[src/rtl/fetch_unit.sv]
// Instruction fetch front end: issues word reads, buffers responses in a small FIFO,
// and handles redirects. Optional misaligned-redirect trap: FETCH_ALIGN_CHECK_EN.
module fetch_unit #(
    parameter int                    DATA_WIDTH = 32,
    parameter logic [DATA_WIDTH-1:0] RESET_PC   = '0,
    parameter int                    DEPTH      = 2
) (
    input  logic                  clk,
    input  logic                  rst_n,
    output logic                  imem_req,
    output logic [DATA_WIDTH-1:0] imem_addr,
    input  logic [DATA_WIDTH-1:0] imem_rdata,
    input  logic                  redirect,
    input  logic [DATA_WIDTH-1:0] redirect_pc,
    output logic                  instr_valid,
    input  logic                  instr_ready,
    output logic [DATA_WIDTH-1:0] instr,
    output logic [DATA_WIDTH-1:0] instr_pc,
    output logic [DATA_WIDTH-1:0] instr_pc_plus4,
    output logic                  fetch_fault
);
    localparam int PTR_W = $clog2(DEPTH);
    localparam int CNT_W = PTR_W + 1;

    typedef enum logic [1:0] {IDLE, RUN, FAULT} state_t;

    state_t                state, state_nxt;
    logic [DATA_WIDTH-1:0] pc, inflight_pc, redirect_tgt;
    logic                  inflight;
    logic [DATA_WIDTH-1:0] buf_instr [DEPTH];
    logic [DATA_WIDTH-1:0] buf_pc    [DEPTH];
    logic [PTR_W-1:0]      head, tail;
    logic [CNT_W-1:0]      count;
    logic [CNT_W:0]        occ_after;
    logic                  pop, wr, req, misaligned;
    logic                  unused_low_bits;

    assign redirect_tgt    = {redirect_pc[DATA_WIDTH-1:2], 2'b00};
    assign unused_low_bits = ^redirect_pc[1:0];

`ifdef FETCH_ALIGN_CHECK_EN
    assign misaligned  = |redirect_pc[1:0];
    assign fetch_fault = (state == FAULT);
`else
    assign misaligned  = 1'b0;
    assign fetch_fault = 1'b0;
`endif

    assign instr_valid = (count != '0);
    assign pop         = instr_valid & instr_ready;
    // A killed response never lands, so only an unkilled one counts as a write.
    assign wr          = inflight & ~redirect;

    // Entries left after this cycle's write and pop; a new request must fit on top.
    assign occ_after = {1'b0, count} + (CNT_W+1)'(inflight) - (CNT_W+1)'(pop);
    assign req       = (state == RUN) & ~redirect & (occ_after < (CNT_W+1)'(DEPTH));

    assign imem_req  = req;
    assign imem_addr = req ? pc : '0;

    // Head is read straight from storage; outputs are zero whenever nothing is valid.
    assign instr          = instr_valid ? buf_instr[head] : '0;
    assign instr_pc       = instr_valid ? buf_pc[head] : '0;
    assign instr_pc_plus4 = instr_valid ? buf_pc[head] + DATA_WIDTH'(4) : '0;

    always_comb begin
        state_nxt = state;
        case (state)
            IDLE:    state_nxt = RUN;
            RUN:     if (redirect && misaligned) state_nxt = FAULT;
            FAULT:   if (redirect && !misaligned) state_nxt = RUN;
            default: state_nxt = IDLE;
        endcase
    end

    always_ff @(posedge clk or negedge rst_n) begin
        if (!rst_n) begin
            state       <= IDLE;
            pc          <= RESET_PC;
            inflight    <= 1'b0;
            inflight_pc <= '0;
            head        <= '0;
            tail        <= '0;
            count       <= '0;
        end else begin
            state    <= state_nxt;
            inflight <= req;
            if (req) inflight_pc <= pc;
            if (redirect) begin
                pc    <= redirect_tgt;
                head  <= '0;
                tail  <= '0;
                count <= '0;
            end else begin
                if (req) pc <= pc + DATA_WIDTH'(4);
                if (wr)  tail <= tail + PTR_W'(1);
                if (pop) head <= head + PTR_W'(1);
                count <= count + CNT_W'(wr) - CNT_W'(pop);
            end
        end
    end

    always_ff @(posedge clk) begin
        if (wr) begin
            buf_instr[tail] <= imem_rdata;
            buf_pc[tail]    <= inflight_pc;
        end
    end
endmodule
[config.mk]
export PLATFORM = sky130hd
export DESIGN_NAME = fetch_unit
export DESIGN_NICKNAME = d
export VERILOG_FILES = /design/src/rtl/fetch_unit.sv
export SDC_FILE = /design/constraint.sdc
export NUM_CORES = 1
export LEC_CHECK = 0
export ABC_AREA = 1
export CAP_MARGIN = 20
export CORE_MARGIN = 2
export CORE_UTILIZATION = 30
export DETAILED_ROUTE_END_ITERATION = 8
export SLEW_MARGIN = 30
export SYNTH_ARGS = -nofsm -noshare
export SYNTH_HDL_FRONTEND = slang
export SYNTH_SLANG_ARGS = --single-unit
[constraint.sdc]
create_clock -name clk -period 5.5 [get_ports clk]
set_input_delay 0.825 -clock clk [delete_from_list [all_inputs] [get_ports clk]]
set_output_delay 0.825 -clock clk [all_outputs]
set_load 0.005 [all_outputs]
-- Yosys cells after proc, flatten, opt, wreduce, memory -nomap -nowiden
Memory sizes are Yosys's and may differ from the RTL's.
Index checks and enable logic that the tools add are counted.
- memories: 2
- output and inout bits: 131
- word-level logic and storage cells: 48
- bits of input ports: 68
- flip-flop bits (word level): 71
- bits in writable memories: 128
- memories (name ; words ; width ; rd ports ; clocked after memory_dff ; write ports ; line ; source):
    buf_instr ; 2 ; 32 ; 1 ; 0 ; 1 ; 30 ; logic [DATA_WIDTH-1:0] buf_instr [DEPTH];
    buf_pc ; 2 ; 32 ; 1 ; 0 ; 1 ; 31 ; logic [DATA_WIDTH-1:0] buf_pc [DEPTH];
- multiplexer cells: 15
- equal/unequal tests: 3
- bitwise logic cells: 6
- $add $sub $neg: 8
- magnitude comparators: 1
- reductions and logical operators: 6
- operator list (cell ; count):
    $mux W32 ; 6
    $add A32 B3 Y32 const B ; 2
    $reduce_bool A2 Y1 ; 4
    $mux W1 ; 6
    $pmux W2 S3 ; 1
    $and A1 B1 Y1 ; 4
    $mux W2 ; 2
    $add A2 B1 Y3 ; 1
    $lt A3 B2 Y1 const B ; 1
    $sub A3 B1 Y3 ; 1
    $add A1 B1 Y1 const B ; 2
    $add A2 B1 Y2 ; 1
    $eq A2 B1 Y1 const B ; 1
    $eq A2 B2 Y1 const B ; 1
    $logic_not A2 Y1 ; 1
    $ne A2 B2 Y1 const B ; 1
    $not A1 Y1 ; 2
    $reduce_and A2 Y1 ; 1
    $sub A2 B1 Y2 ; 1

-- Logic depth before layout (Yosys ltp)
- depth after elaboration: 7
- gate-level depth with buffers: 18
- gate-level depth less buffers: 16

-- Worst setup path after synthesis
No wires, ideal clock.
- kind: input -> register
- from: in redirect
- to: mem buf_instr[0][0], enable pin
- path buffers: 1
- setup slack: 1.265 ns
- data required time: 5.017 ns
- arrival: 3.753 ns
- setup time: 0.483 ns
- stages on the path: 4
- cells stage by stage: buf_2 inv_1 nand2_1 nor2_1
- word-level cells in the longest chain between the ends: 4
- RTL lines (item ; line ; source):
    start, declared ; 13 ; input logic redirect,
    $not A1 Y1 ; 52 ; assign wr = inflight & ~redirect;
    $and A1 B1 Y1 ; 52 ;
    $mux W1 ; 104 ; if (wr) begin
    $mux W1 (implied by the code) ; 105 ; buf_instr[tail] <= imem_rdata;
    end, declared ; 30 ;
No other way between the ends.

-- Worst setup path after layout
- from: in instr_ready
- to: out imem_addr[14]
- word-level cells in the longest chain between the ends: 5
- RTL lines (item ; line ; source):
    start, declared ; 16 ; input logic instr_ready,
    $and A1 B1 Y1 ; 50 ; assign pop = instr_valid & instr_ready;
    $sub A3 B1 Y3 ; 55 ; assign occ_after = {1'b0, count} + (CNT_W+1)'(inflight) - (CNT_W+1)'(pop);
    $lt A3 B2 Y1 ; 56 ; assign req = (state == RUN) & ~redirect & (occ_after < (CNT_W+1)'(DEPTH));
    $and A1 B1 Y1 ; 56 ;
    $mux W32 ; 59 ; assign imem_addr = req ? pc : '0;
    end, declared ; 11 ; output logic [DATA_WIDTH-1:0] imem_addr,
No other way between the ends.

==> impl_metrics.py <==
metrics = {
    "die": {
        "core-area_sq_um": 30800,
        "die_h_um": 181,
        "io_pins": 199,
        "dieArea_sq_um": 32900,
        "rows": 64,
        "dieWidth_um": 181,
        "start_util_pct": 30.6,
    },
    "route": {
        "antenna_left": 0,
        "drt_pre_antenna_iters": 5,
        "drc": 0,
        "routedWlPerCell_um": 15.2,
        "drt_wl_total_mm": 25.2,
        "drt_iter0_drc": 541,
        "vias": 7683,
        "vias_per_cell": 4.63,
    },
    "critical_path": {
        "worstSetupPathType": "in2out",
        "worst-endpoint-required_ns": 4.68,
        "reg2reg_slack_ns": 2.63,
        "critical_path.startpoint_type": "input port",
        "critPathLaunch": "instr_ready",
        "cp_max_fo": 38,
        "cp_data_arrival_time_ns": 3.53,
        "endpoint_kind": "primary output",
        "reg2reg_from": "count[1]",
    },
    "timing": {
        "final-hold-violation-count": 0,
        "clock_skew_ns": 0.0143,
        "max_freq_ghz": 0.229,
        "timing.final.crit_share_pct": 79.2,
        "min_period_ns": 4.36,
        "rsz0062_at_grt": "no",
        "worst_slew_pin_slew_ns": 0.907,
        "finalMaxSlewViolations": 0,
        "timing.slew.headroom_pct": 39.4,
        "fin_tns_setup_ns": 0,
        "setup_violations": 0,
    },
    "clocking": {
        "clk_pin_slew_ns": 0.08,
        "cts-resized-gates": 0,
        "clock_latency_ns": 0.43,
        "cts_buffers": 17,
        "cts-root-buf": "clkbuf_16",
        "clock_path_buffers": 2,
        "cts.sinks": 190,
        "hold_buffers": 0,
        "ctsHtreeMaxLevel": 4,
        "cts_tree": "built",
        "postCtsSetupRepairBufs": 0,
    },
    "synthesis": {
        "synth_top_cell_by_area": "edfxtp_1",
        "synth_top_family_by_area": "simple AND/OR/NAND/NOR gates",
        "synth_warnings": 0,
        "syn_inst": 1074,
        "ys_seq_area_share_pct": 56.9,
        "synthMuxAreaShare_pct": 0,
        "synthTopCellsByArea": "edfxtp_1 39%, dfrtp_1 17%, nand2_1 13%",
        "synth_edf_count": 124,
        "synth_top_area_share_pct": 39.4,
        "synth-simple-area-share_pct": 25.4,
        "synth-xor-area-share_pct": 1.02,
        "ys_async_sr_fraction_pct": 34.7,
        "synthFlopType": "edfxtp_1",
        "synthAdderAreaFrac_pct": 0.742,
        "ys_seq_elements": 190,
        "synthDistinctLibCells": 43,
        "synth_area_sq_um": 9440,
        "synth_compound_area_share_pct": 7.78,
        "syn_avg_cell_area_sq_um": 8.79,
    },
    "layout": {
        "diodes": 0,
        "synthToLayoutAreaGrowth_pct": 30.2,
        "drive_gt1_share_pct": 7.53,
        "finalNetCount": 1322,
        "postLayoutCellArea_sq_um": 12300,
    },
    "run": {
        "timing.max_cap.violations": 0,
    },
    "power_and_ir_drop": {
        "power.density_nw_per_um2": 412,
        "leakage_nw": 5.04,
        "vdd_drop_max_uv": 196,
    },
    "global_route": {
        "grt_overflow": 0,
        "grt_max_degree": 75,
        "grt_first_pass_wirelength_mm": 39.1,
        "antenna_found_initial": 0,
        "grtUsageTotal_pct": 15.1,
        "grt_pass1_vias": 7119,
    },
    "placement": {
        "finalWeightedCongestion": 0.842,
        "port_buffers": 189,
        "dpl_cell_area_sq_um": 11700,
        "place_hpwl_mm": 17.8,
    },
    "worst_hold_path": {
        "hold_class": "in2async",
    },
    "run_status": {
        "status": "finished clean",
    },
}
cells in the mapped netlist (2+ instances only):
master	number
a21oi_1	47
buf_1	5
buf_2	11
buf_4	8
buf_6	6
clkbuf_1	20
conb_1	2
dfrtp_1	66
edfxtp_1	124
ha_1	4
inv_1	119
nand2_1	318
nand2_2	22
nand3_1	47
nand3_2	2
nand3b_1	3
nand4_1	22
nor2_1	122
nor2_2	5
nor2_4	4
nor3_1	7
o2111ai_1	2
o211ai_1	9
o21ai_0	54
o21ai_1	9
o21ai_2	3
o221ai_1	4
o31ai_1	4
or2_2	2
xnor2_1	3
xor2_1	8
cell usage in the layout, fill, tap and decap left out, drive strengths merged:
cell | netlist | final
nor4 | 1 | 1
clkinv | 0 | 3
nand3 | 49 | 49
dfrtp | 66 | 66
bufinv | 0 | 1
nor2 | 132 | 132
nor3b | 1 | 1
inv | 121 | 129
nand2 | 341 | 341
o21bai | 1 | 1
ha | 4 | 4
o2111ai | 2 | 2
nor3 | 8 | 8
o31ai | 4 | 4
a21oi | 47 | 47
edfxtp | 124 | 124
xnor2 | 3 | 3
buf | 31 | 13
conb | 2 | 8
and2 | 2 | 2
or2 | 2 | 2
clkbuf | 20 | 17
clkdlybuf4s50 | 0 | 188
o211ai | 9 | 9
fa | 1 | 1
clkinvlp | 0 | 3
o21ai | 66 | 66
nand4 | 22 | 22
o221ai | 4 | 4
nand3b | 3 | 3
xor2 | 8 | 8
path summary, 6_finish.rpt:
path	to	cells past startpoint
max	imem_addr[14]	13
min	pc[28]	2
max reg2reg	pc[14]	17
min reg2reg	buf_pc[0][28]	0
max in group asynchronous	head	2
min in group clk	buf_pc[0][28]	0
stage by stage:
step,power (W),utilization (%),hold WS [ns],instances,setup WS (ns)
after floorplan,0.00299,-,0.442,1080,1.26
after global placement,0.00385,37.9,0.452,1626,1.22
after detailed placement,0.00388,37.9,0.458,1626,1.18
after CTS,0.00512,39.9,0.483,1658,1.15
after global routing,0.00539,39.9,0.501,1658,0.986
final,0.00507,39.9,0.465,1658,1.14
cells by family after synthesis:
group	count (synthesis)
compound gates	133
xor+xnor	11
fa+ha+maj	5
buf+inv	172
flops	190
other cells	2
simple gates	561
worst max-delay path, stage by stage:
cell and delay, ns:
clkdlybuf4s50_1 0.48, nand2_1 0.08, inv_1 0.08, nand2_1 0.07, o21ai_0 0.07, nand2_1 0.09
fa_1 0.50, nand2_1 0.05, nor2_1 0.11, nand2_2 0.08, buf_4 0.26, nor2_1 0.26
clkdlybuf4s50_1 0.56
state kept, by name (all words and copies together), names as in the netlist:
name,flops
pc,30
buf_instr,64
buf_pc,60
inflight_pc,30
tail,1
inflight,1
head,1
count,2
state,1
power by group:
group | switching, W | internal, W | total, W
logic | 0.00101 | 0.000754 | 0.00176
clock network | 0.000578 | 0.000650 | 0.00123
registers | 0.000244 | 0.00184 | 0.00208
final cells by class:
| cell class | count | area, sq um |
|---|---|---|
| Timing Repair Buffer | 201 | 2010 |
| Clock inverter | 15 | 174 |
| Sequential cell | 190 | 5380 |
| Fill cell | 3035 | 18500 |
| Clock buffer | 17 | 425 |
| Tap cell | 396 | 495 |
| Multi-Input combinational cell | 718 | 3360 |
| Inverter | 121 | 462 |
routing by layer:
| metal | GRT usage, % | up-vias | share of wire [%] |
|---|---|---|---|
| met5 | 0 | - | 0 |
| met3 | 2.57 | 17 | 4.9 |
| li1 | - | 3844 | - |
| met2 | 22.7 | 232 | 44 |
| met4 | 3.93 | 0 | 1.2 |
| met1 | 22.5 | 3590 | 50 |
(Power assumes the default switching activity.)
